**config.mk**
```make
export PLATFORM = sky130hd
export DESIGN_NAME = cam_alloc_ctrl
export DESIGN_NICKNAME = d
export VERILOG_FILES = /design/src/rtl/cam_alloc_ctrl_pkg.sv /design/src/rtl/oh_to_idx.sv /design/src/rtl/cam_alloc_ctrl.sv
export SDC_FILE = /design/constraint.sdc
export NUM_CORES = 1
export LEC_CHECK = 0
export CORE_MARGIN = 5
export CORE_UTILIZATION = 33
export CTS_CLUSTER_DIAMETER = 30
export DETAILED_ROUTE_END_ITERATION = 16
export GPL_ROUTABILITY_DRIVEN = 1
export GPL_TIMING_DRIVEN = 0
export HOLD_SLACK_MARGIN = 0.06
export PLACE_DENSITY = 0.95
export SYNTH_ARGS = -nofsm -noshare
export SYNTH_HDL_FRONTEND = slang
export SYNTH_HIERARCHICAL = 1
export SYNTH_SLANG_ARGS = --single-unit
```
**constraint.sdc**
```tcl
create_clock -name clk -period 3.8 [get_ports clk]
set_input_delay 0.76 -clock clk [delete_from_list [all_inputs] [get_ports clk]]
set_output_delay 0.76 -clock clk [all_outputs]
set_load 0.03 [all_outputs]
```
**src/rtl/cam_alloc_ctrl_pkg.sv**
```systemverilog
// Shared defaults for the CAM allocation controller.
// Every width inside the block is derived from these parameters.
package cam_alloc_ctrl_pkg;
    localparam int DEFAULT_NUM_ENTRIES = 4;
    localparam int DEFAULT_KEY_WIDTH   = 32;
endpackage

```
**src/rtl/oh_to_idx.sv**
```systemverilog
// One-hot to binary index encoder.
// An all-zero input encodes to index 0.
module oh_to_idx #(
    parameter int NUM_ENTRIES = 4,
    parameter int INDEX_WIDTH = $clog2(NUM_ENTRIES)
) (
    input  logic [NUM_ENTRIES-1:0] oh,
    output logic [INDEX_WIDTH-1:0] idx
);
    always_comb begin
        idx = '0;
        for (int i = 0; i < NUM_ENTRIES; i++) begin
            if (oh[i]) idx = idx | INDEX_WIDTH'(i);
        end
    end
endmodule

```
**src/rtl/cam_alloc_ctrl.sv**
```systemverilog
// Allocation controller for an external CAM: picks insert slots (hit, free, round-robin victim),
// removes keys on invalidate, and walks every entry on flush.
module cam_alloc_ctrl
    import cam_alloc_ctrl_pkg::*;
#(
    parameter int NUM_ENTRIES = DEFAULT_NUM_ENTRIES,
    parameter int KEY_WIDTH   = DEFAULT_KEY_WIDTH,
    parameter int INDEX_WIDTH = $clog2(NUM_ENTRIES)
) (
    input  logic                   clk,
    input  logic                   reset,
    input  logic                   insert_en,
    input  logic [KEY_WIDTH-1:0]   insert_key,
    output logic                   insert_ready,
    input  logic                   invalidate_en,
    input  logic [KEY_WIDTH-1:0]   invalidate_key,
    output logic                   invalidate_ready,
    input  logic                   flush_en,
    output logic                   busy,
    output logic                   done_valid,
    output logic [INDEX_WIDTH-1:0] done_idx,
    output logic                   done_hit,
    output logic                   flush_done,
    output logic [KEY_WIDTH-1:0]   cam_lookup_key,
    input  logic                   cam_lookup_hit,
    input  logic [INDEX_WIDTH-1:0] cam_lookup_idx,
    output logic                   cam_update_en,
    output logic [KEY_WIDTH-1:0]   cam_update_key,
    output logic [INDEX_WIDTH-1:0] cam_update_idx,
    output logic                   cam_update_valid
);
    typedef enum logic {IDLE, FLUSH} state_t;

    state_t                 state, state_nxt;
    logic [NUM_ENTRIES-1:0] valid_q;
    logic [INDEX_WIDTH-1:0] victim_q, flush_cnt_q;
    logic [NUM_ENTRIES-1:0] free_oh;
    logic [INDEX_WIDTH-1:0] free_idx, ins_idx;
    logic                   idle, any_free, ins_acc, inv_acc, flush_acc, evict, flush_last;

    // Gating with reset keeps the update port quiet while reset is held.
    assign idle             = (state == IDLE) && !reset;
    assign busy             = (state == FLUSH);
    assign invalidate_ready = idle && !flush_en;
    assign insert_ready     = invalidate_ready && !invalidate_en;
    assign inv_acc          = invalidate_en && invalidate_ready;
    assign ins_acc          = insert_en && insert_ready;
    assign flush_acc        = flush_en && idle;
    assign flush_last       = busy && (flush_cnt_q == INDEX_WIDTH'(NUM_ENTRIES - 1));

    assign cam_lookup_key = invalidate_en ? invalidate_key : insert_key;

    // Lowest clear valid bit, isolated as a one-hot vector.
    assign free_oh  = ~valid_q & (valid_q + NUM_ENTRIES'(1));
    assign any_free = ~&valid_q;

    oh_to_idx #(
        .NUM_ENTRIES(NUM_ENTRIES),
        .INDEX_WIDTH(INDEX_WIDTH)
    ) u_free_enc (
        .oh (free_oh),
        .idx(free_idx)
    );

    assign ins_idx = cam_lookup_hit ? cam_lookup_idx : (any_free ? free_idx : victim_q);
    assign evict   = ins_acc && !cam_lookup_hit && !any_free;

    always_comb begin
        state_nxt        = state;
        cam_update_en    = 1'b0;
        cam_update_key   = '0;
        cam_update_idx   = '0;
        cam_update_valid = 1'b0;
        if (busy && !reset) begin
            cam_update_en  = 1'b1;
            cam_update_idx = flush_cnt_q;
            if (flush_last) state_nxt = IDLE;
        end else if (flush_acc) begin
            state_nxt = FLUSH;
        end else if (inv_acc) begin
            cam_update_en  = cam_lookup_hit;
            cam_update_key = invalidate_key;
            cam_update_idx = cam_lookup_idx;
        end else if (ins_acc) begin
            cam_update_en    = 1'b1;
            cam_update_key   = insert_key;
            cam_update_idx   = ins_idx;
            cam_update_valid = 1'b1;
        end
    end

    always_ff @(posedge clk or posedge reset) begin
        if (reset) begin
            state       <= IDLE;
            valid_q     <= '0;
            victim_q    <= '0;
            flush_cnt_q <= '0;
            flush_done  <= 1'b0;
            done_valid  <= 1'b0;
            done_idx    <= '0;
            done_hit    <= 1'b0;
        end else begin
            state      <= state_nxt;
            flush_done <= flush_last;
            if (cam_update_en) valid_q[cam_update_idx] <= cam_update_valid;
            flush_cnt_q <= busy ? flush_cnt_q + INDEX_WIDTH'(1) : '0;
            if (flush_last) victim_q <= '0;
            else if (evict) victim_q <= victim_q + INDEX_WIDTH'(1);
            done_valid <= ins_acc || inv_acc;
            done_hit   <= (ins_acc || inv_acc) && cam_lookup_hit;
            if (inv_acc) done_idx <= cam_lookup_hit ? cam_lookup_idx : '0;
            else if (ins_acc) done_idx <= ins_idx;
            else done_idx <= '0;
        end
    end
endmodule

```
==> results.txt <==
Power Density = 279 nW/µm²
Synth cell types = 35
Synth Net Count = 233
CP bufs+invs = 4
Post-Place Cells = 359
largest net degree at the start of global routing = 18
worst path cell trace = clkdlybuf4s50_1, buf_2, buf_1, mux2_2, clkdlybuf4s50_1
Buffers on Ports = 147
Critical Path End Type = output port
CP peak stage delay = 0.60 ns
worst skew pair latency = 0.24 ns
nets = 384
Post-Layout Cell Count = 362
post-route setup TNS = 0 ns
CTS Buf Count = 3
antenna violations before repair = 0
Via-to-Cell Ratio = 5.24
worst vdd ir = 0.148 mV
total number of vias = 1897
first-pass GRT wire length = 9650 µm
Final setup viols = 0
Final Skew = 0.00209 ns
Crit Path Category = input port to output port
final count of hold timing violations = 0
Ys Warns = 6
area delta synth->final = 96.8%
post-synthesis cell area = 1520 µm²
most frequent cells in the layout = clkdlybuf4s50_1, mux2_2, clkbuf_2, a22o_1, dfrtp_1
Pleak = 1.37 nW
routed wire length = 6310 µm
register share of total power = 0.226
row count = 24
CP delay by family, top = buffers and inverters
Slew @ Worst Pin = 0.523 ns
DR iter-0 viols = 110
sequential area share after synthesis = 0.231
vias in the first global route = 1949
Antenna Nets Post-Route = 0
clock group share of total power = 0.173
Max-slew headroom = 0.651
Sw Ratio = 0.394
CTS Sinks = 14
Critical Path Most Common Cell = clkdlybuf4s50_1
die area = 6060 µm²
Max Cap Viol = 0
status = completed
Tot GR Track Use = 0.195
Placer Congestion = 0.816
post-synthesis cell count = 160
Crit path arrival time = 2.94 ns
most common cell after layout, fill and taps aside = clkdlybuf4s50_1
H-tree depth = 1
Pwr Total = 0.000834 W
CP max FO = 10
grt ovf = 0
# DRC = 0
maximum clock rate = 270 MHz
FF+latch count, synth = 14
WP data required = 3.04 ns
average cell area after synthesis = 9.49 µm²
Power Internal = 0.000505 W
Setup crit start kind = input port
RSZ-0062 raised after global routing = no
Final min period = 3.70 ns
fill count = 352
switching pwr = 0.000329 W
Die Y = 77.8 µm
combinational power share = 0.601
initial core utilization = 0.344
DP HPWL = 5280 µm
Antenna Cells = 0
Die X = 77.8 µm
share of layout cells above drive strength 1 = 0.277
wire length per cell = 17.4 µm
Clock Pin Slew Worst Setup and Hold Paths = 0.06 ns
Slowest-stage cell, CP = clkdlybuf4s50_1
I/O pin cnt = 148
area of the core = 4410 µm²
Clock Root Buffer = clkbuf_8
worst min-delay path class = flop to flop
clock buffer depth = 2
CTS tree = built
fin crit share = 0.974
Max Transition Viols Final = 0
drt first pass iters = 4
[synthesized netlist by cell type, drive strengths merged]
| library cell | number | area (µm²) |
|---|---|---|
| o21a | 1 | 7.51 |
| or4bb | 2 | 22.5 |
| or3 | 3 | 18.8 |
| nor2b | 1 | 6.26 |
| a21oi | 7 | 35.0 |
| xor2 | 1 | 8.76 |
| inv | 5 | 18.8 |
| or2 | 3 | 18.8 |
| nand3 | 1 | 5.00 |
| nand4 | 1 | 12.5 |
| clkbuf | 4 | 15.0 |
| dfrtp | 14 | 350 |
| nand2b | 3 | 18.8 |
| a41o | 1 | 21.3 |
| nor3 | 3 | 15.0 |
| mux2 | 36 | 405 |
| nor4 | 1 | 6.26 |
| a22o | 32 | 280 |
| ha | 1 | 12.5 |
| a41oi | 1 | 16.3 |
| o21ai | 1 | 5.00 |
| nor2 | 10 | 53.8 |
| nand2 | 7 | 26.3 |
| buf | 11 | 62.6 |
| nand3b | 1 | 7.51 |
| and2 | 4 | 25.0 |
| nor3b | 2 | 15.0 |
| xnor2 | 1 | 8.76 |
| mux2i | 2 | 20.0 |
[routing by layer]
layer	wire length (µm)	vias up	GRT usage
met2	3200	100	0.357
li1	-	908	-
met1	2420	875	0.219
met5	0	-	0
met4	138	0	0.0601
met3	555	14	0.0498
[logic make-up (layout without fill, tap and decap cells)]
kind of cell,Yosys count,count (layout),share of synthesized area
compound gates,43,43,0.241
simple gates,42,42,0.166
mux,38,38,0.280
buf+inv,20,170,0.0634
flops,14,14,0.231
xor+xnor,2,2,0.0115
fa+ha+maj,1,1,0.00824
[layout make-up]
cell class	instances	area (µm²)	share of cell area
plain buffers	14	86.3	0.0289
inverters	5	22.5	0.00753
multi-input cells	126	1070	0.360
well taps	52	65.1	0.0218
flip-flops and latches	14	350	0.117
clock buffers	4	55.1	0.0184
repair buffers	147	1340	0.447
[power groups by stage]
stage / clock [W] / sequential (W) / combinational (W)
after floorplan: 0 / 0.000210 / 0.000258
after global placement: 0 / 0.000190 / 0.000505
after detailed placement: 0 / 0.000191 / 0.000513
after CTS: 0.000147 / 0.000189 / 0.000507
after global routing: 0.000155 / 0.000191 / 0.000532
final: 0.000144 / 0.000188 / 0.000502
[per-stage QoR]
step	setup WS (ns)	cell area [µm²]	util	hold slack (ns)
after floorplan	0.709	1520	-	0.431
after global placement	-0.338	3060	0.692	0.449
after detailed placement	-0.366	3060	0.692	0.456
after CTS	0.00237	3090	0.699	0.465
after global routing	0.00598	2990	0.677	0.490
final	0.0982	2990	0.677	0.462
[worst paths after layout]
check | to | slack [ns] | cells after the start | from
max | cam_lookup_key[24] | 0.1 | 5 | invalidate_en
min | flush_cnt_q[0]$_DFF_PP0_ | 0.46 | 1 | flush_cnt_q[0]$_DFF_PP0_
max reg2reg | valid_q[3]$_DFFE_PP0P_ | 1.69 | 6 | busy$_DFFE_PP0P_
min reg2reg | flush_cnt_q[0]$_DFF_PP0_ | 0.46 | 1 | flush_cnt_q[0]$_DFF_PP0_
max in group asynchronous | valid_q[0]$_DFFE_PP0P_ | 2.62 | 2 | reset
min in group asynchronous | busy$_DFFE_PP0P_ | 0.94 | 2 | reset
[state kept, by name, summed over array words and instances (netlist names)]
register,flops
flush_cnt_q,2
victim_q,2
flush_done,1
busy,1
done_hit,1
done_valid,1
valid_q,4
done_idx,2
[worst reg2reg max path: stages (launching register included)]
cell     delay, ns
dfrtp_1       0.39
buf_6         0.14
or4bb_1       0.52
a21oi_1       0.25
a41oi_2       0.10
nor3b_1       0.26
mux2_1        0.34
[timing repair]
item	4_1_cts	5_1_grt
endpoints found under the hold margin	0	0
gates resized for setup	43	58
setup endpoints to repair	31	53
hold buffers	0	0
setup buffers	0	0
No activity file was read; power rests on OpenSTA's default activity.
